## config.mk

```make
export PLATFORM = sky130hd
export DESIGN_NAME = note_tone_gen_flat
export DESIGN_NICKNAME = d
export VERILOG_FILES = /design/src/rtl/note_tone_gen_if.sv /design/src/rtl/note_tone_gen.sv /design/src/flat_wrapper.sv
export SDC_FILE = /design/constraint.sdc
export NUM_CORES = 1
export LEC_CHECK = 0
export BUFFER_PORTS_ARGS = -buffer_cell sky130_fd_sc_hd__clkbuf_2
export CAP_MARGIN = 15
export CORE_MARGIN = 2
export CORE_UTILIZATION = 40
export DETAILED_ROUTE_END_ITERATION = 8
export GPL_TIMING_DRIVEN = 0
export PLACE_DENSITY = 0.57
export SETUP_SLACK_MARGIN = 0.1
export SLEW_MARGIN = 10
export SYNTH_ARGS = -nofsm -noshare
export SYNTH_HDL_FRONTEND = slang
export SYNTH_SLANG_ARGS = --single-unit
```

## constraint.sdc

```tcl
create_clock -name CLK -period 3 [get_ports CLK]
set_input_delay 0.15 -clock CLK [delete_from_list [all_inputs] [get_ports CLK]]
set_output_delay 0.15 -clock CLK [all_outputs]
set_load 0.02 [all_outputs]
```

## src/rtl/note_tone_gen_if.sv

```systemverilog
// Command port of note_tone_gen: valid/ready handshake carrying
// channel, chromatic note index and octave shift.
interface note_tone_gen_if #(
    parameter int CH_W  = 1,
    parameter int OCT_W = 2
) ();
    logic             NOTE_VALID;
    logic             NOTE_READY;
    logic [CH_W-1:0]  NOTE_CH;
    logic [3:0]       NOTE_IDX;
    logic [OCT_W-1:0] OCTAVE;

    modport master (
        output NOTE_VALID,
        output NOTE_CH,
        output NOTE_IDX,
        output OCTAVE,
        input  NOTE_READY
    );

    modport slave (
        input  NOTE_VALID,
        input  NOTE_CH,
        input  NOTE_IDX,
        input  OCTAVE,
        output NOTE_READY
    );
endinterface

```

## src/rtl/note_tone_gen.sv

```systemverilog
// Multi-channel table-driven square-wave tone generator.
// Optional macro TONE_GEN_MIX_EN adds the registered MIX count output.
module note_tone_gen #(
    parameter int CLK_HZ = 100000000,
    parameter int CH_W   = 1,
    parameter int CNT_W  = 18,
    parameter int OCT_W  = 2
) (
    input  logic                CLK,
    input  logic                RESET_N,
    note_tone_gen_if.slave      cmd,
    output logic [2**CH_W-1:0]  TONE,
    output logic [2**CH_W-1:0]  ACTIVE
`ifdef TONE_GEN_MIX_EN
    ,
    output logic [CH_W:0]       MIX
`endif
);

    localparam int NUM_CH = 2**CH_W;

    typedef logic [11:0][CNT_W-1:0] hp_tab_t;

    function automatic logic [63:0] fc_of(input int n);
        case (n)
            0:       return 64'd26163;
            1:       return 64'd27718;
            2:       return 64'd29366;
            3:       return 64'd31113;
            4:       return 64'd32963;
            5:       return 64'd34923;
            6:       return 64'd36999;
            7:       return 64'd39200;
            8:       return 64'd41530;
            9:       return 64'd44000;
            10:      return 64'd46616;
            default: return 64'd49388;
        endcase
    endfunction

    function automatic logic [63:0] hp_full(input int n);
        return (64'(CLK_HZ) * 64'd100 + fc_of(n)) / (64'd2 * fc_of(n));
    endfunction

    function automatic hp_tab_t build_tab();
        hp_tab_t t;
        for (int n = 0; n < 12; n++) begin
            t[n] = CNT_W'(hp_full(n));
        end
        return t;
    endfunction

    localparam hp_tab_t HP = build_tab();

    // C is the longest half-period, so it bounds the counter width.
    if (hp_full(0) > (64'd1 << CNT_W)) begin : g_cnt_w_chk
        $fatal(1, "note_tone_gen: C4 half-period exceeds 2**CNT_W");
    end

    function automatic logic [CNT_W-1:0] term_of(
        input logic [3:0]       idx,
        input logic [OCT_W-1:0] oct
    );
        logic [CNT_W-1:0] hp;
        hp = '0;
        for (int n = 0; n < 12; n++) begin
            if (idx == 4'(n)) hp = HP[n];
        end
        return (hp >> oct) - CNT_W'(1);
    endfunction

    logic [CNT_W-1:0] cnt_q  [NUM_CH];
    logic [CNT_W-1:0] cnt_d  [NUM_CH];
    logic [CNT_W-1:0] term_q [NUM_CH];
    logic [CNT_W-1:0] term_d [NUM_CH];
    logic [3:0]       pidx_q [NUM_CH];
    logic [3:0]       pidx_d [NUM_CH];
    logic [OCT_W-1:0] poct_q [NUM_CH];
    logic [OCT_W-1:0] poct_d [NUM_CH];
    logic [NUM_CH-1:0] tone_q, tone_d;
    logic [NUM_CH-1:0] act_q, act_d;
    logic [NUM_CH-1:0] pend_q, pend_d;
    logic [NUM_CH-1:0] hit, bnd;
    logic              accept;
    logic              cmd_note;

    assign cmd.NOTE_READY = ~pend_q[cmd.NOTE_CH];
    assign accept         = cmd.NOTE_VALID & cmd.NOTE_READY;
    assign cmd_note       = cmd.NOTE_IDX < 4'd12;

    always_comb begin
        hit = '0;
        bnd = '0;
        for (int i = 0; i < NUM_CH; i++) begin
            hit[i] = accept && (cmd.NOTE_CH == CH_W'(i));
            bnd[i] = act_q[i] && (cnt_q[i] == term_q[i]);
        end
    end

    always_comb begin
        cnt_d  = cnt_q;
        term_d = term_q;
        pidx_d = pidx_q;
        poct_d = poct_q;
        tone_d = tone_q;
        act_d  = act_q;
        pend_d = pend_q;
        for (int i = 0; i < NUM_CH; i++) begin
            if (!act_q[i]) begin
                // Rests to an idle channel are consumed without effect.
                if (hit[i] && cmd_note) begin
                    act_d[i]  = 1'b1;
                    tone_d[i] = 1'b0;
                    cnt_d[i]  = '0;
                    term_d[i] = term_of(cmd.NOTE_IDX, cmd.OCTAVE);
                end
            end else begin
                if (bnd[i]) begin
                    cnt_d[i] = '0;
                    if (pend_q[i]) begin
                        pend_d[i] = 1'b0;
                        if (pidx_q[i] < 4'd12) begin
                            tone_d[i] = ~tone_q[i];
                            term_d[i] = term_of(pidx_q[i], poct_q[i]);
                        end else begin
                            tone_d[i] = 1'b0;
                            act_d[i]  = 1'b0;
                        end
                    end else begin
                        tone_d[i] = ~tone_q[i];
                    end
                end else begin
                    cnt_d[i] = cnt_q[i] + CNT_W'(1);
                end
                // Held until the next boundary, never the current one.
                if (hit[i]) begin
                    pend_d[i] = 1'b1;
                    pidx_d[i] = cmd.NOTE_IDX;
                    poct_d[i] = cmd.OCTAVE;
                end
            end
        end
    end

    always_ff @(posedge CLK or negedge RESET_N) begin
        if (!RESET_N) begin
            for (int i = 0; i < NUM_CH; i++) begin
                cnt_q[i]  <= '0;
                term_q[i] <= '0;
                pidx_q[i] <= '0;
                poct_q[i] <= '0;
            end
            tone_q <= '0;
            act_q  <= '0;
            pend_q <= '0;
        end else begin
            cnt_q  <= cnt_d;
            term_q <= term_d;
            pidx_q <= pidx_d;
            poct_q <= poct_d;
            tone_q <= tone_d;
            act_q  <= act_d;
            pend_q <= pend_d;
        end
    end

    assign TONE   = tone_q;
    assign ACTIVE = act_q;

`ifdef TONE_GEN_MIX_EN
    logic [CH_W:0] mix_q, mix_d;

    always_comb begin
        mix_d = '0;
        for (int i = 0; i < NUM_CH; i++) begin
            mix_d = mix_d + (CH_W+1)'(tone_q[i]);
        end
    end

    always_ff @(posedge CLK or negedge RESET_N) begin
        if (!RESET_N) mix_q <= '0;
        else          mix_q <= mix_d;
    end

    assign MIX = mix_q;
`endif

endmodule
```

## src/flat_wrapper.sv

```systemverilog
// flat-port wrapper written by rule: the top's interface ports become plain ports
module note_tone_gen_flat 
#(
    parameter int CLK_HZ = 100000000,
    parameter int CH_W   = 1,
    parameter int CNT_W  = 18,
    parameter int OCT_W  = 2
)
  (CLK, RESET_N, TONE, ACTIVE, cmd_NOTE_VALID, cmd_NOTE_CH, cmd_NOTE_IDX, cmd_OCTAVE, cmd_NOTE_READY);
  note_tone_gen_if #(.CH_W(CH_W), .OCT_W(OCT_W)) cmd_i ();
  input  logic CLK;
  input  logic RESET_N;
  output logic [2**CH_W-1:0] TONE;
  output logic [2**CH_W-1:0] ACTIVE;
  input wire logic [$bits(cmd_i.NOTE_VALID)-1:0] cmd_NOTE_VALID;
  input wire logic [$bits(cmd_i.NOTE_CH)-1:0] cmd_NOTE_CH;
  input wire logic [$bits(cmd_i.NOTE_IDX)-1:0] cmd_NOTE_IDX;
  input wire logic [$bits(cmd_i.OCTAVE)-1:0] cmd_OCTAVE;
  output wire logic [$bits(cmd_i.NOTE_READY)-1:0] cmd_NOTE_READY;
  assign cmd_i.NOTE_VALID = cmd_NOTE_VALID;
  assign cmd_i.NOTE_CH = cmd_NOTE_CH;
  assign cmd_i.NOTE_IDX = cmd_NOTE_IDX;
  assign cmd_i.OCTAVE = cmd_OCTAVE;
  assign cmd_NOTE_READY = cmd_i.NOTE_READY;
  note_tone_gen #(.CLK_HZ(CLK_HZ), .CH_W(CH_W), .CNT_W(CNT_W), .OCT_W(OCT_W)) u_core (.CLK(CLK), .RESET_N(RESET_N), .cmd(cmd_i), .TONE(TONE), .ACTIVE(ACTIVE));
endmodule
```

==> impl_metrics.py <==
metrics = {
    "route": {
        "wl_per_cell_um": 21.78,
        "dr.first_iter.drc_count": 1267,
        "remaining_drc_errors": 0,
        "via_per_inst": 6.393,
        "drt_pass1_iterations": 9,
        "totalWireLength_um": 35430,
        "drt.antenna.violating_nets": 0,
        "via_count": 10400,
    },
    "logic_synthesis": {
        "synth_area_per_cell_um2": 7.295,
        "synth_top_flop_cell": "dfrtp_1",
        "synthCells": 1281,
        "ys_seq_area_share_pct": 24.10,
        "post_synth_num_cell_types": 92,
        "syn_area_um2": 9345,
        "ys.warnings.count": 0,
        "syn_nets": 1296,
        "async_flop_share_pct": 100.0,
        "synth-seq-cells": 90,
        "synth_edf_count": 0,
    },
    "global_routing": {
        "grt_use_total_pct": 29.02,
        "grt_max_degree": 91,
        "grt_pass1_vias": 9760,
        "globalRouteOverflowTotal": 0,
        "antenna_found_initial": 0,
        "grt_pass1_wl_um": 56210,
    },
    "placed_design": {
        "portBuffers": 13,
        "hpwl_um": 26130,
        "gp_congestion": 0.9786,
    },
    "finish": {
        "layout.area.seq_um2": 2253,
        "finish.utilization_pct": 44.97,
        "antenna_cells": 0,
        "nFillCells": 2371,
        "most-common-layout-cells": "o21ai_0, nand2_1, a21oi_1",
        "layout_commonest_cell": "o21ai_0",
        "drive_gt1_share_pct": 13.47,
        "fin_nets": 1324,
        "multi_input_area_um2": 6409,
        "syn_to_final_growth_pct": 9.599,
    },
    "critical_path": {
        "crit_top_cell": "buf_2",
        "endpoint_kind": "register",
        "worstPathArrival_ns": 3.00,
        "worst_setup_path_start_kind": "register",
        "required_ns": 3.26,
        "cp_max_fo": 10,
        "critical_path.cell_chain": "buf_2 -> buf_2 -> buf_2 -> nand3_1 -> o2111ai_2 -> and2_4 -> ha_1 -> o21ai_2 -> nor3_2 -> a2111oi_2 -> a211oi_1",
        "crit_path_max_incr_delay_ns": 0.35,
        "criticalPathCategory": "reg2reg",
        "crit_buf_inv": 3,
        "crit_family": "buffers and inverters",
        "cp_slowest_cell": "dfrtp_1",
    },
    "power": {
        "power_density_nw_per_um2": 345.0,
        "p_leak_nw": 4.120,
        "vdd_ir_drop_max_v": 0.0002271,
        "power_mw": 3.534,
    },
    "status": {
        "outcome": "finished clean",
    },
    "floorplanning": {
        "fp.dieH_um": 156.9,
        "die_w_um": 156.9,
        "initial_utilization_pct": 41.03,
        "rows": 55,
        "core_area_um2": 22780,
        "dieArea_um2": 24600,
        "ios": 15,
    },
    "run": {
        "drv_cap": 0,
    },
    "clock_network": {
        "numCtsBuffers": 9,
        "cts_tree": "done",
        "clk_pin_slew_ns": 0.07,
        "clock_latency_ns": 0.35,
        "clock_path_buffers": 2,
        "cts_max_level": 3,
        "cts_num_sinks": 90,
        "clockRootBuffer": "clkbuf_16",
    },
    "sta": {
        "fmax_mhz": 365.0,
        "setup_viol": 0,
        "period_share_pct": 91.31,
        "worst_clock_skew_ns": 0.01295,
        "rsz0062_at_grt": "yes",
        "maxSlewHeadroom_pct": 35.51,
        "final_hold_viol_count": 0,
        "whs_ns": 0.3322,
        "finalCriticalPeriod_ns": 2.739,
        "worst_pin_slew_ns": 0.9523,
        "drv_slew": 0,
    },
    "worst_hold_path": {
        "hp-class": "in2reg",
    },
}
==> worst min-delay path, cell delays in order <==
cell	delay (ns)
clkbuf_2	0.14
and3_1	0.21
nand2_1	0.06
o21ai_0	0.08
==> kinds of logic after synthesis <==
group,synth area share [%]
AO/OA/AOI/OAI,35.17
XOR/XNOR,4.780
adder cells (fa/ha/maj),0.6694
buffers and inverters,8.127
flip-flops,24.10
multiplexers,3.066
AND/OR/NAND/NOR,24.09
==> synthesized netlist by cell type (12+ instances only) <==
library cell	n	share of area (%)
xnor2_1	16	1.5
nor2b_1	36	2.4
a21oi_1	110	5.9
a31oi_1	37	2.5
buf_2	68	3.6
nor3_1	17	0.91
dfrtp_1	90	24
o211ai_1	18	1.4
nor2_1	91	3.7
inv_1	26	1.0
mux2i_1	14	1.5
xor2_1	35	3.3
buf_1	12	0.48
o22ai_1	21	1.4
nand2_1	127	5.1
o21ai_0	151	8.1
a21o_1	13	1.0
nand3_1	36	1.9
o31ai_1	20	1.6
nand2b_1	40	2.7
o221ai_1	19	1.8
and3_1	23	1.5
clkbuf_1	36	1.4
mux2_2	13	1.6
==> report_power, final <==
part	switching (mW)	internal [mW]
Sequential	0.149	1.37
Combinational	0.490	0.322
Clock	0.543	0.663
==> layout make-up <==
type	count	share of cell area, %
Multi-Input combinational cell	1032	62.57
Sequential cell	90	22.00
Buffer	129	6.365
Tap cell	313	3.824
Clock buffer	9	2.199
Inverter	30	1.161
Timing Repair Buffer	17	1.038
Clock inverter	7	0.8429
==> stage by stage <==
| step | cell area (um^2) | TNS, ns | std cells | setup WS [ns] |
|---|---|---|---|---|
| global placement | 9802 | -2.469 | 1607 | -0.4470 |
| finish | 10240 | 0 | 1627 | 0.2606 |
| CTS | 10170 | 0 | 1625 | 0.07810 |
| floorplan | 9345 | 0 | 1281 | 0.2985 |
| global route | 10240 | 0 | 1627 | 0.06748 |
| detailed placement | 9811 | -2.370 | 1607 | -0.4452 |
==> state kept, by name, summed over array words and instances, names as in the netlist <==
register / count
u_core.pidx_q: 8
u_core.TONE: 2
u_core.term_q: 36
u_core.pend_q: 2
u_core.poct_q: 4
u_core.ACTIVE: 2
u_core.cnt_q: 36
==> per-layer routing <==
layer | part of all wire (%) | GRT usage [%] | up-vias
met5 | 0 | 0 | -
met4 | 2.9 | 9.262 | 0
met3 | 8.9 | 4.459 | 80
met2 | 44 | 44.72 | 578
met1 | 45 | 41.48 | 4957
li1 | - | - | 4786
==> timing repair <==
action                                 in CTS  in global routing
setup endpoints to repair                  12                 22
resized for setup                          10                 23
hold buffers                                1                  0
pin swaps                                   1                  3
buffers inserted                            1                  2
endpoints found under the hold margin      90                  0
==> path summary, 6_finish.rpt <==
| path | startpoint | endpoint | slack, ns | cells past startpoint |
|---|---|---|---|---|
| max | u_core.pidx_q[1]$_DFFE_PN0P_ | u_core.term_q[16]$_DFFE_PN0P_ | 0.26 | 11 |
| min | cmd_NOTE_VALID | u_core.pidx_q[7]$_DFFE_PN0P_ | 0.33 | 4 |
| max reg2reg | u_core.pidx_q[1]$_DFFE_PN0P_ | u_core.term_q[16]$_DFFE_PN0P_ | 0.26 | 11 |
| min reg2reg | u_core.TONE[0]$_DFFE_PN0P_ | u_core.TONE[0]$_DFFE_PN0P_ | 0.50 | 1 |
| max in group asynchronous | RESET_N | u_core.pidx_q[6]$_DFFE_PN0P_ | 2.01 | 2 |
| min in group asynchronous | RESET_N | u_core.TONE[1]$_DFFE_PN0P_ | 0.43 | 2 |
Power figures use the tool's default switching activity.
